$ cat config.mk
export PLATFORM = sky130hd
export DESIGN_NAME = redmule_x_loader_flat
export DESIGN_NICKNAME = d
export VERILOG_FILES = /design/src/rtl/redmule_pkg.sv /design/src/rtl/redmule_x_loader_if.sv /design/src/rtl/redmule_x_lane_mask.sv /design/src/rtl/redmule_x_loader.sv /design/src/flat_wrapper.sv
export SDC_FILE = /design/constraint.sdc
export NUM_CORES = 1
export LEC_CHECK = 0
export CELL_PAD_IN_SITES_DETAIL_PLACEMENT = 1
export CELL_PAD_IN_SITES_GLOBAL_PLACEMENT = 2
export CORE_AREA = 2 2 237 239
export CTS_CLUSTER_SIZE = 40
export DETAILED_ROUTE_END_ITERATION = 16
export DIE_AREA = 0 0 239 241
export PLACE_DENSITY_LB_ADDON = 0.1
export SKIP_LAST_GASP = 1
export SYNTH_ARGS = -nofsm -noshare
export SYNTH_HDL_FRONTEND = slang
export SYNTH_SLANG_ARGS = --single-unit
$ cat constraint.sdc
create_clock -name clk_i -period 3.8 [get_ports clk_i]
set_clock_uncertainty 0.1 [all_clocks]
set_input_delay 0.76 -clock clk_i [delete_from_list [all_inputs] [get_ports clk_i]]
set_output_delay 0.76 -clock clk_i [all_outputs]
set_load 0.03 [all_outputs]
$ cat src/rtl/redmule_pkg.sv
// Shared RedMulE defaults and the X loader job configuration bundle.
package redmule_pkg;

    localparam int ARRAY_WIDTH = 12;
    localparam int DATA_W      = 288;
    localparam int X_BITW      = 16;
    localparam int X_NTILE_W   = 16;
    localparam int X_ROW_W     = $clog2(ARRAY_WIDTH + 1);
    localparam int X_ELEM_W    = $clog2(DATA_W / X_BITW + 1);

    // One X loader job: rows per tile, tile count, valid lanes on the last tile.
    typedef struct packed {
        logic [X_ROW_W-1:0]   rows;
        logic [X_NTILE_W-1:0] tiles;
        logic [X_ELEM_W-1:0]  last_elems;
    } x_loader_cfg_t;

endpackage

$ cat src/rtl/redmule_x_loader_if.sv
// Streamer -> X loader word stream.
// Handshake: a word transfers on every rising clock edge where valid and
// ready are both 1. While valid is 1 and ready is 0 the master keeps data
// stable; ready may depend on state but never on valid.
interface redmule_x_loader_if #(
    parameter int DW = 288
);
    logic          valid;
    logic          ready;
    logic [DW-1:0] data;

    modport master (output valid, output data, input ready);
    modport slave  (input valid, input data, output ready);
endinterface

$ cat src/rtl/redmule_x_lane_mask.sv
// Zeroes element lanes at or above a lane count; a count of 0 keeps all lanes.
module redmule_x_lane_mask #(
    parameter int DW   = 288,
    parameter int BITW = 16,
    parameter int EW   = $clog2(DW / BITW + 1)
) (
    input  logic [EW-1:0] count,
    input  logic [DW-1:0] raw_word,
    output logic [DW-1:0] masked_word
);
    localparam int LANES = DW / BITW;

    // Lane i is kept when count is 0 or i < count; lane 0 sits at the LSBs.
    always_comb begin
        masked_word = raw_word;
        for (int i = 0; i < LANES; i++) begin
            if (count != '0 && i >= int'(count)) begin
                masked_word[i*BITW +: BITW] = '0;
            end
        end
    end
endmodule

$ cat src/rtl/redmule_x_loader.sv
// X operand loader: streams tile rows into the X buffer, pulses the buffer
// index reset after each tile and waits for the pad to drain before the next.
module redmule_x_loader
    import redmule_pkg::*;
#(
    parameter int DW      = DATA_W,
    parameter int BITW    = 16,
    parameter int W       = ARRAY_WIDTH,
    parameter int NTILE_W = 16
) (
    input  logic                         clk_i,
    input  logic                         rst_ni,
    input  logic                         clear_i,
    input  logic                         start_i,
    input  logic [$clog2(W+1)-1:0]       cfg_rows_i,
    input  logic [NTILE_W-1:0]           cfg_tiles_i,
    input  logic [$clog2(DW/BITW+1)-1:0] cfg_last_elems_i,
    redmule_x_loader_if.slave            x_stream,
    output logic [DW-1:0]                x_data_o,
    output logic                         load_o,
    output logic                         rst_w_index_o,
    output logic                         pad_setup_o,
    input  logic                         full_i,
    input  logic                         empty_i,
    output logic                         busy_o,
    output logic                         done_o,
    output logic                         err_o,
    output logic [2:0]                   state_o
);
    localparam int RW = $clog2(W + 1);
    localparam int EW = $clog2(DW / BITW + 1);

    localparam logic [2:0] S_IDLE       = 3'd0;
    localparam logic [2:0] S_LOAD       = 3'd1;
    localparam logic [2:0] S_ACK        = 3'd2;
    localparam logic [2:0] S_WAIT_EMPTY = 3'd3;
    localparam logic [2:0] S_DONE       = 3'd4;

    logic [2:0]         state;
    logic [RW-1:0]      row_cnt;
    logic [NTILE_W-1:0] tile_cnt;
    logic               first;
    logic [RW-1:0]      cfg_rows;
    logic [NTILE_W-1:0] cfg_tiles;
    logic [EW-1:0]      cfg_last_elems;
    logic               handshake;
    logic               last_tile;
    logic [EW-1:0]      mask_cnt;
    logic [DW-1:0]      masked;

    assign handshake = x_stream.valid & x_stream.ready;
    assign last_tile = (tile_cnt == cfg_tiles - NTILE_W'(1));
    assign mask_cnt  = last_tile ? cfg_last_elems : '0;

    redmule_x_lane_mask #(
        .DW   (DW),
        .BITW (BITW),
        .EW   (EW)
    ) u_lane_mask (
        .count       (mask_cnt),
        .raw_word    (x_stream.data),
        .masked_word (masked)
    );

    // Buffer controls and status decode straight from the state.
    always_comb begin
        x_stream.ready = (state == S_LOAD);
        load_o         = handshake;
        x_data_o       = (state == S_LOAD) ? masked : '0;
        rst_w_index_o  = (state == S_ACK);
        pad_setup_o    = (state == S_ACK) & first;
        done_o         = (state == S_DONE);
        busy_o         = (state != S_IDLE);
        state_o        = state;
    end

    // Tile sequencing FSM with row/tile counters; clear beats every other event.
    always_ff @(posedge clk_i or negedge rst_ni) begin
        if (!rst_ni) begin
            state          <= S_IDLE;
            row_cnt        <= '0;
            tile_cnt       <= '0;
            first          <= 1'b0;
            err_o          <= 1'b0;
            cfg_rows       <= '0;
            cfg_tiles      <= '0;
            cfg_last_elems <= '0;
        end else if (clear_i) begin
            state          <= S_IDLE;
            row_cnt        <= '0;
            tile_cnt       <= '0;
            first          <= 1'b0;
            err_o          <= 1'b0;
            cfg_rows       <= '0;
            cfg_tiles      <= '0;
            cfg_last_elems <= '0;
        end else begin
            case (state)
                S_IDLE: begin
                    if (start_i) begin
                        cfg_rows       <= cfg_rows_i;
                        cfg_tiles      <= cfg_tiles_i;
                        cfg_last_elems <= cfg_last_elems_i;
                        row_cnt        <= '0;
                        tile_cnt       <= '0;
                        first          <= 1'b1;
                        state          <= S_LOAD;
                    end
                end
                S_LOAD: begin
                    if (handshake) begin
                        if (row_cnt == cfg_rows - RW'(1)) begin
                            row_cnt <= '0;
                            state   <= S_ACK;
                        end else begin
                            row_cnt <= row_cnt + RW'(1);
                        end
                    end
                end
                S_ACK: begin
                    // A buffer that is not full here means rows went missing.
                    if (!full_i) begin
                        err_o <= 1'b1;
                    end
                    first    <= 1'b0;
                    tile_cnt <= tile_cnt + NTILE_W'(1);
                    if (tile_cnt + NTILE_W'(1) == cfg_tiles) begin
                        state <= S_DONE;
                    end else begin
                        state <= S_WAIT_EMPTY;
                    end
                end
                S_WAIT_EMPTY: begin
                    if (empty_i) begin
                        state <= S_LOAD;
                    end
                end
                S_DONE: begin
                    state <= S_IDLE;
                end
                default: begin
                    state <= S_IDLE;
                end
            endcase
        end
    end
endmodule
$ cat src/flat_wrapper.sv
// flat-port wrapper written by rule: the top's interface ports become plain ports
module redmule_x_loader_flat import redmule_pkg::*;
#(
    parameter int DW      = DATA_W,
    parameter int BITW    = 16,
    parameter int W       = ARRAY_WIDTH,
    parameter int NTILE_W = 16
)
  (clk_i, rst_ni, clear_i, start_i, cfg_rows_i, cfg_tiles_i, cfg_last_elems_i, x_data_o, load_o, rst_w_index_o, pad_setup_o, full_i, empty_i, busy_o, done_o, err_o, state_o, x_stream_valid, x_stream_data, x_stream_ready);
  redmule_x_loader_if #(.DW(DW)) x_stream_i ();
  input  logic clk_i;
  input  logic rst_ni;
  input  logic clear_i;
  input  logic start_i;
  input  logic [$clog2(W+1)-1:0] cfg_rows_i;
  input  logic [NTILE_W-1:0] cfg_tiles_i;
  input  logic [$clog2(DW/BITW+1)-1:0] cfg_last_elems_i;
  output logic [DW-1:0] x_data_o;
  output logic load_o;
  output logic rst_w_index_o;
  output logic pad_setup_o;
  input  logic full_i;
  input  logic empty_i;
  output logic busy_o;
  output logic done_o;
  output logic err_o;
  output logic [2:0] state_o;
  input wire logic [$bits(x_stream_i.valid)-1:0] x_stream_valid;
  input wire logic [$bits(x_stream_i.data)-1:0] x_stream_data;
  output wire logic [$bits(x_stream_i.ready)-1:0] x_stream_ready;
  assign x_stream_i.valid = x_stream_valid;
  assign x_stream_i.data = x_stream_data;
  assign x_stream_ready = x_stream_i.ready;
  redmule_x_loader #(.DW(DW), .BITW(BITW), .W(W), .NTILE_W(NTILE_W)) u_core (.clk_i(clk_i), .rst_ni(rst_ni), .clear_i(clear_i), .start_i(start_i), .cfg_rows_i(cfg_rows_i), .cfg_tiles_i(cfg_tiles_i), .cfg_last_elems_i(cfg_last_elems_i), .x_stream(x_stream_i), .x_data_o(x_data_o), .load_o(load_o), .rst_w_index_o(rst_w_index_o), .pad_setup_o(pad_setup_o), .full_i(full_i), .empty_i(empty_i), .busy_o(busy_o), .done_o(done_o), .err_o(err_o), .state_o(state_o));
endmodule
After elaboration in Yosys (flattened, before gate mapping)
Index checks and enable logic that the tools add are counted.
Word-level totals
  flip-flop bits (word level): 50
  output and inout port bits: 298
  bits of input ports: 320
  logic and storage cells: 125
Operators by class
  reduce and logical (&&, ||, !) cells: 31
  add/subtract/negate cells: 4
  order comparisons: 18
  bitwise gates (word level): 2
  multiplexer cells: 50
  equal/unequal tests: 12
Operator list (count)
  2-to-1 mux 16 bit: 23
  2-to-1 mux 288 bit: 1
  greater-or-equal comparator 4 x 5 -> 1 bit, first input constant: 8
  equality test 16 bit: 2
  case mux 16 bit (2 select lines): 1
  2-to-1 mux 4 bit: 7
  greater-or-equal comparator 3 x 5 -> 1 bit, first input constant: 4
  2-to-1 mux 5 bit: 4
  logical AND 1 bit: 18
  2-to-1 mux 3 bit: 6
  adder 16 x 1 -> 16 bit, second input constant: 1
  subtractor 16 x 1 -> 16 bit, second input constant: 1
  != test 3 bit, second input constant: 4
  case mux 3 bit (4 select lines): 1
  greater-or-equal comparator 1 x 5 -> 1 bit, first input constant: 2
  greater-or-equal comparator 2 x 5 -> 1 bit, first input constant: 2
  greater-or-equal comparator 5 bit, first input constant: 2
  nonzero test 3 bit: 3
  case mux 4 bit (2 select lines): 1
  equality test 3 x 2 -> 1 bit, second input constant: 2
  AND reduction 2 bit: 3
  nonzero test 2 bit: 3
  2-to-1 mux 1 bit: 5
  nonzero test 5 bit: 1
  other kinds (11): 12

Depth between registers and ports, before layout
Gate-level depths: netlist of run 1.
  depth in word-level cells: 7
  gate-level depth with buffers: 12
  depth with buffers taken out: 9

Hierarchy
Synthesis of run 1 repeated with hierarchy kept, for this count alone.
Second synthesis, totals
  cells, all modules: 1130
  area, all modules: 7805.0 sq um
Modules (own cells, without submodules)
  redmule_x_loader: area an instance 5679.2 sq um, cells each 789, instances 1
  redmule_x_lane_mask: area an instance 2125.8 sq um, cells each 341, instances 1

Worst setup path after synthesis of run 1
OpenSTA, ideal clock, no wires.
  path type: register to output
  start: register u_core.cfg_tiles[3]
  end: output port x_data_o[102]
  path slack: -0.418 ns
  stages on the path, launching flop included: 11
  required time: 2.940 ns
  path buffers: 3
  arrival time: 3.358 ns
  path through: dfrtp_1 > buf_6 > or4_4 > buf_6 > or4_1 > xnor2_1 > nand2_1 > nor4_4 > nand4_4 > buf_6 > and3_1
Between the ends
  cells in the longest elaborated chain, start to end: 7
  elaborated cells on any way between the ends: 8
  classes of those cells: add/sub: 1; order compare: 1; eq/ne: 1; mux: 3; reduce/logical: 2
RTL lines
  start, declared: line redmule_x_loader.sv:44  | logic [NTILE_W-1:0] cfg_tiles;
  start signal, assigned: line redmule_x_loader.sv:102  | cfg_tiles <= cfg_tiles_i;
  subtractor 16 x 1 -> 16 bit *: line redmule_x_loader.sv:52  | assign last_tile = (tile_cnt == cfg_tiles - NTILE_W'(1));
  equality test 16 bit *: line redmule_x_loader.sv:52
  2-to-1 mux 5 bit *: line redmule_x_loader.sv:53  | assign mask_cnt = last_tile ? cfg_last_elems : '0;
  greater-or-equal comparator 3 x 5 -> 1 bit / nonzero test 5 bit (equally long branches): line redmule_x_lane_mask.sv:17  | if (count != '0 && i >= int'(count)) begin
  logical AND 1 bit *: line redmule_x_lane_mask.sv:17
  2-to-1 mux 16 bit *: line redmule_x_lane_mask.sv:17
  2-to-1 mux 288 bit *: line redmule_x_loader.sv:69  | x_data_o = (state == S_LOAD) ? masked : '0;
  end, declared: line flat_wrapper.sv:18  | output logic [DW-1:0] x_data_o;
Every way passes the cells marked *; elsewhere a longest branch is shown, timed or not.

Final worst setup path of run 1
  start: register u_core.cfg_tiles[4]
  end: output port x_data_o[154]
Between the ends
  cells in the longest elaborated chain, start to end: 7
  elaborated cells on any way between the ends: 8
  classes of those cells: add/sub: 1; order compare: 1; eq/ne: 1; mux: 3; reduce/logical: 2
RTL lines (line)
  subtractor 16 x 1 -> 16 bit *: redmule_x_loader.sv:52
  equality test 16 bit *: redmule_x_loader.sv:52
  2-to-1 mux 5 bit *: redmule_x_loader.sv:53
  greater-or-equal comparator 4 x 5 -> 1 bit / nonzero test 5 bit (equally long branches): redmule_x_lane_mask.sv:17
  logical AND 1 bit *: redmule_x_lane_mask.sv:17
  2-to-1 mux 16 bit *: redmule_x_lane_mask.sv:17
  2-to-1 mux 288 bit *: redmule_x_loader.sv:69
Marks and branches as above.

==> impl_metrics.yaml, run 1 <==
outcome:
  status: "finished, violations left"
  violations: "setup timing"
clock_tree:
  clk_pin_slew_worst_paths_ns: 0.08
  cts.sinks: 50
  clockRootBuffer: "clkbuf_16"
  hold_buffers: 0
  cts_tree: "built"
  cts.path.max_buffers: 2
  clk_latency_ns: 0.30
  numCtsBuffers: 5
  htreeDepth: 2
routing:
  dr_total_vias: 9005
  drt_pre_antenna_iters: 6
  ant_nets: 0
  wl_um: 59500
  via_per_inst: 4.06
  drc: 0
  wire_per_inst_um: 26.8
  drt_iter0_markers: 253
setup_path:
  startpoint: "u_core.cfg_tiles[4]$_DFFE_PN0P_"
  r2r_end: "u_core.state_o[2]$_DFFE_PN0P_"
  r2r-start: "u_core.tile_cnt[0]$_DFFE_PN0P_"
  worstPathArrival_ns: 3.35
  cp_data_required_time_ns: 2.94
  cp-endpoint: "x_data_o[154]"
  crit_type: "flip-flop to output pin"
  cp_max_fo: 8
  r2r_slack_ns: 0.68
  crit_path_end_kind: "output pin"
  reg2reg_depth: 9
  startpoint_type: "flip-flop"
sta:
  setup_slack_ns: -0.410
  period_needed_ns: 4.21
  holdWs_ns: 0.411
  rsz0062_at_grt: "yes"
  worst_pin_slew_ns: 1.26
  finalSetupViolations: 272
  relSlewSlack: 0.152
  finalHoldViolCount: 0
  max_freq_ghz: 0.238
  fin_crit_sh: 1.11
  slew_violations: 0
  tns_ns: -87.39
floorplanning:
  die-area_mm2: 0.0576
  start_util: 0.106
  fp-row-count: 86
  coreArea_mm2: 0.0549
  io_pins: 618
  die_w_um: 239
  fp.dieH_um: 241
final_layout:
  register_area_mm2: 0.00125
  fillers: 6277
  drive_above_1_share: 0.486
  fin_nets: 1834
  multi_input_area_mm2: 0.00551
  area_growth_pct: 177
logic_synthesis:
  async_flop_share: 1.00
  netlist_area_mm2: 0.00583
  synth_edf_count: 0
  syn_avg_cell_area_um2: 7.36
  synthFlopType: "dfrtp_1"
  ys_seq_area_frac: 0.215
  yosys.area.top_type: "dfrtp_1"
  synth_nets: 1116
  yosys-top-cells-area: "dfrtp_1 21%, and3_1 16%, and2_1 16%, xnor2_1 4.7%, o21ai_0 4.6%"
  synth_top_cell_area_share: 0.215
  yosysWarnings: 0
  synth_commonest_cells: "148 x and3_1, 147 x and2_1, 59 x clkbuf_1"
  synth_most_common_cell: "and3_1"
  synth_cell_types: 55
  synth_cells: 792
  synth_seq_cells: 50
grt:
  antenna_found_initial: 30
  grt_first_pass_wirelength_um: 78300
  first_global_vias: 9665
  grt_max_degree: 52
  grt_use_total: 0.195
  overflow: 0
pwr:
  seqPwrFrac: 0.062
  clkPwrFrac: 0.049
  power.net_switching_uw: 5440
  combPwrFrac: 0.889
  vdd_drop_max_v: 0.000285
  p_sw_frac: 0.495
  internal-power_uw: 5560
  leakage_uw: 0.00684
  powerDensity_mw_per_mm2: 682
placed_design:
  dpl.hpwl_um: 49900
  port_buffers: 617
  gp_congestion: 0.835
job:
  maxCapViolCount: 0
min_path:
  min-delay-path-class: "primary input to asynchronous set/reset pin"
-- final cells by class --
| cell class | count | area share |
|---|---|---|
| multi-input combinational | 664 | 0.342 |
| tap | 704 | 0.0546 |
| antenna | 4 | 0.000620 |
| inverter | 12 | 0.00295 |
| clock inverter | 2 | 0.00233 |
| sequential | 50 | 0.0775 |
| timing repair buffer | 777 | 0.512 |
| clock buffer | 6 | 0.00799 |
-- worst min-delay path by stage --
stage                                    from                                   end  slack [ns]  depth (start not counted)
2_1_floorplan                          rst_ni  u_core.cfg_last_elems[0]$_DFFE_PN0P_        0.36                          0
3_3_place_gp         u_core.err_o$_DFFE_PN0P_              u_core.err_o$_DFFE_PN0P_        0.38                          2
3_5_place_dp   u_core.cfg_rows[3]$_DFFE_PN0P_        u_core.cfg_rows[3]$_DFFE_PN0P_        0.40                          2
4_1_cts        u_core.cfg_rows[3]$_DFFE_PN0P_        u_core.cfg_rows[3]$_DFFE_PN0P_        0.42                          2
5_1_grt        u_core.cfg_rows[3]$_DFFE_PN0P_        u_core.cfg_rows[3]$_DFFE_PN0P_        0.45                          2
6_report                               rst_ni              u_core.first$_DFFE_PN0P_        0.41                          1
-- cell families (layout without fill, tap and decap cells) --
logic type	Yosys count	in the layout	synth area share
simple gates	487	492	0.509
compound gates	119	119	0.130
buf+inv	83	797	0.0627
flops	50	50	0.215
xor+xnor	44	44	0.0661
mux	5	5	0.00880
fa+ha+maj	4	4	0.00859
other cells	0	4	0
-- cell usage in the layout (no fill, tap or decap), drive strengths merged, types with 5 or more instances in the layout --
cell type / count
buf: 409
a21oi: 11
a31oi: 8
nor2b: 5
dlygate4sd2: 21
nand4: 15
clkdlybuf4s50: 343
xnor2: 31
a41oi: 7
and3: 148
nor2: 30
o21ai: 55
o31ai: 9
nand2b: 28
and2: 147
clkbuf: 10
nor4: 14
or3: 6
nor3: 12
a21o: 6
nand3: 19
dfrtp: 50
xor2: 13
nand2: 53
inv: 12
-- critical path, cell delays in order (launching register included) --
cell	delay, ns
dfrtp_1	0.40
or4_4	0.60
a2111o_1	0.32
a221oi_2	0.25
o21ai_2	0.14
nor4_4	0.33
buf_6	0.19
buf_4	0.12
a41oi_4	0.14
buf_6	0.25
and2_4	0.16
buf_6	0.13
-- state kept, by name, indices dropped and copies added, names as in the netlist --
signal,cells
u_core.row_cnt,4
u_core.first,1
u_core.err_o,1
u_core.state_o,3
u_core.cfg_tiles,16
u_core.cfg_last_elems,5
u_core.cfg_rows,4
u_core.tile_cnt,16
-- timing repair --
item                                    in CTS  in global routing
setup buffers                               27                  8
resized for setup                          502                 94
pin swaps                                  164                 40
cloned                                      14                  2
endpoints found under the setup margin     272                272
-- stage by stage --
step	instance area [um2]	util	power, uW	setup slack, ns	std cells
finish	16100	0.294	11000	-0.410	2219
CTS	15800	0.288	11000	-0.445	2208
global route	16100	0.294	11500	-0.538	2218
floorplan	6450	-	5060	-0.272	792
global placement	14100	0.257	9080	-0.417	2159
detailed placement	14100	0.257	9060	-0.412	2159
-- power groups by stage --
stage / Sequential (uW) / Clock, uW / Combinational (uW)
2_1_floorplan: 708 / 0 / 4350
3_3_place_gp: 689 / 0 / 8390
3_5_place_dp: 693 / 0 / 8370
4_1_cts: 683 / 571 / 9710
5_1_grt: 697 / 587 / 10300
6_report: 681 / 543 / 9770
-- per-layer routing --
metal | global-route usage | routed length (um) | up-vias
li1 | - | - | 4224
met1 | 0.207 | 21500 | 4266
met2 | 0.346 | 29800 | 381
met3 | 0.0756 | 5440 | 90
met4 | 0.0794 | 2470 | 44
met5 | 0 | 263 | -
(Power assumes the default switching activity.)
==> inputs of run 2 (changes only) <==
--- a/config.mk
+++ b/config.mk
@@ -7,10 +7,11 @@
 export LEC_CHECK = 0
 export CELL_PAD_IN_SITES_DETAIL_PLACEMENT = 1
 export CELL_PAD_IN_SITES_GLOBAL_PLACEMENT = 2
-export CORE_AREA = 2 2 237 239
+export CORE_AREA = 2 2 239 241
 export CTS_CLUSTER_SIZE = 40
 export DETAILED_ROUTE_END_ITERATION = 16
-export DIE_AREA = 0 0 239 241
+export DIE_AREA = 0 0 241 243
+export DONT_BUFFER_PORTS = 1
 export PLACE_DENSITY_LB_ADDON = 0.1
 export SKIP_LAST_GASP = 1
 export SYNTH_ARGS = -nofsm -noshare
==> impl_metrics.yaml, run 2 (synthesis gave the netlist of run 1 again) <==
outcome:
  status: "finished, violations left"
  violations: "setup timing"
routing:
  wl_um: 51700
  drt_iter0_markers: 306
  ant_nets: 0
  drt_pre_antenna_iters: 4
  drc: 0
  wire_per_inst_um: 31.4
  dr_total_vias: 6694
  via_per_inst: 4.06
clock_tree:
  cts_tree: "built"
  clk_latency_ns: 0.32
  cts.path.max_buffers: 2
  htreeDepth: 2
  numCtsBuffers: 5
  cts.sinks: 50
  clockRootBuffer: "clkbuf_16"
  clk_pin_slew_worst_paths_ns: 0.09
grt:
  met1_usage: 0.194
  overflow: 0
  grt_first_pass_wirelength_um: 65200
  grtUsageMet3: 0.0457
  grt_use_total: 0.167
  grt_max_degree: 61
  antenna_found_initial: 63
  grtUsageMet2: 0.286
  busiest_layer: "met2"
  first_global_vias: 6761
placed_design:
  dp_cells: 1568
  gp_congestion: 0.799
  port_buffers: 0
  dpl.hpwl_um: 42800
  place_ws_ns: -0.167
final_layout:
  largestRegisters: "u_core.cfg_tiles (16), u_core.tile_cnt (16), u_core.cfg_last_elems (5)"
  drive_above_1_share: 0.526
  final_cells: 1649
  final_common_cell: "and3_4"
  layout_common_cells: "128 x and3_4, 127 x and2_4, 64 x buf_4"
  area_growth_pct: 63.1
  fin_nets: 1181
floorplanning:
  start_util: 0.104
  fp.dieH_um: 243
  die_w_um: 241
  io_pins: 618
  fp-row-count: 87
  coreArea_mm2: 0.0560
  die-area_mm2: 0.0586
pwr:
  leakage_uw: 0.00360
  powerDensity_mw_per_mm2: 842
  vdd_drop_max_v: 0.000364
setup_path:
  startpoint_type: "flip-flop"
  crit_chain: "or4_4 > buf_6 > nor4_4 > xnor2_1 > or3_1 > a32oi_4 > buf_12 > buf_12 > nand3_2 > and3_4"
  cp_data_required_time_ns: 2.94
  slowest_stage: "or4_4"
  worstPathArrival_ns: 3.39
  r2r_end: "u_core.state_o[2]$_DFFE_PN0P_"
  reg2reg_depth: 8
  crit_path_end_kind: "output pin"
  critPathTopFamily: "simple AND/OR/NAND/NOR gates"
  slowest_delay_ns: 0.58
  startpoint: "u_core.cfg_tiles[2]$_DFFE_PN0P_"
  cp_common_cell: "buf_12"
  cp_max_fo: 8
  path_buf_inv: 3
  r2r_slack_ns: 0.66
  crit_type: "flip-flop to output pin"
  r2r-start: "u_core.tile_cnt[2]$_DFFE_PN0P_"
sta:
  holdWs_ns: 0.0248
  rsz0062_at_grt: "yes"
  max_freq_ghz: 0.235
  slew_violations: 0
  setup_slack_ns: -0.454
  finalHoldViolCount: 0
  finalSetupViolations: 272
  relSlewSlack: 0.0431
  fin_crit_sh: 1.12
  period_needed_ns: 4.25
  worst_pin_slew_ns: 1.43
  tns_ns: -80.45
min_path:
  min-delay-path-class: "primary input to asynchronous set/reset pin"
job:
  maxCapViolCount: 0
## run 2: cell count changes in the layout (fill, tap and decap cells not counted), sizes merged, moves of 2 or more
| cell | change |
|---|---|
| buf | -287 |
| clkbuf | -2 |
| clkdlybuf4s50 | -343 |
| clkinv | +2 |
| diode | +31 |
| dlygate4sd2 | -21 |
## run 2: metrics by stage
| step | power, uW | area [um2] | util |
|---|---|---|---|
| 3_3_place_gp | 6420 | 7990 | 0.143 |
| 5_1_grt | 8390 | 9470 | 0.169 |
| 6_report | 8000 | 9500 | 0.170 |
| 2_1_floorplan | 5060 | 6450 | - |
| 4_1_cts | 7850 | 9120 | 0.163 |
| 3_5_place_dp | 6400 | 7990 | 0.143 |
## run 2: worst max path at each step
stage                    endpoint  cells past startpoint
floorplan           x_data_o[118]                     10
global placement    x_data_o[186]                      9
detailed placement  x_data_o[236]                     10
CTS                 x_data_o[236]                     11
global route         x_data_o[66]                     11
finish               x_data_o[81]                     10
## run 2: final cells by class
| cell class | count | area, um2 |
|---|---|---|
| sequential | 50 | 1250 |
| tap | 756 | 946 |
| inverter | 12 | 47.5 |
| antenna | 35 | 87.6 |
| fill | 6610 | 46400 |
| multi-input combinational | 664 | 5560 |
| clock inverter | 2 | 17.5 |
| timing repair buffer | 124 | 1460 |
| clock buffer | 6 | 139 |
## run 2: power by group
group          switching [uW]  internal [uW]
combinational            4360           2420
clock                     258            267
sequential               95.6            602
total                    4710           3290
## run 2: metal layers
layer	part of all wire	routed length (um)	up-vias
li1	-	-	2968
met1	0.38	19900	3211
met2	0.49	25200	409
met3	0.077	3980	88
met4	0.048	2500	18
met5	0.0022	116	-
## run 2: repair_timing
item	in CTS	in global routing
gates resized for setup	302	81
hold buffers	0	0
buffers inserted	12	15
cloned	13	3
endpoints found under the setup margin	272	272
pin swaps	132	61
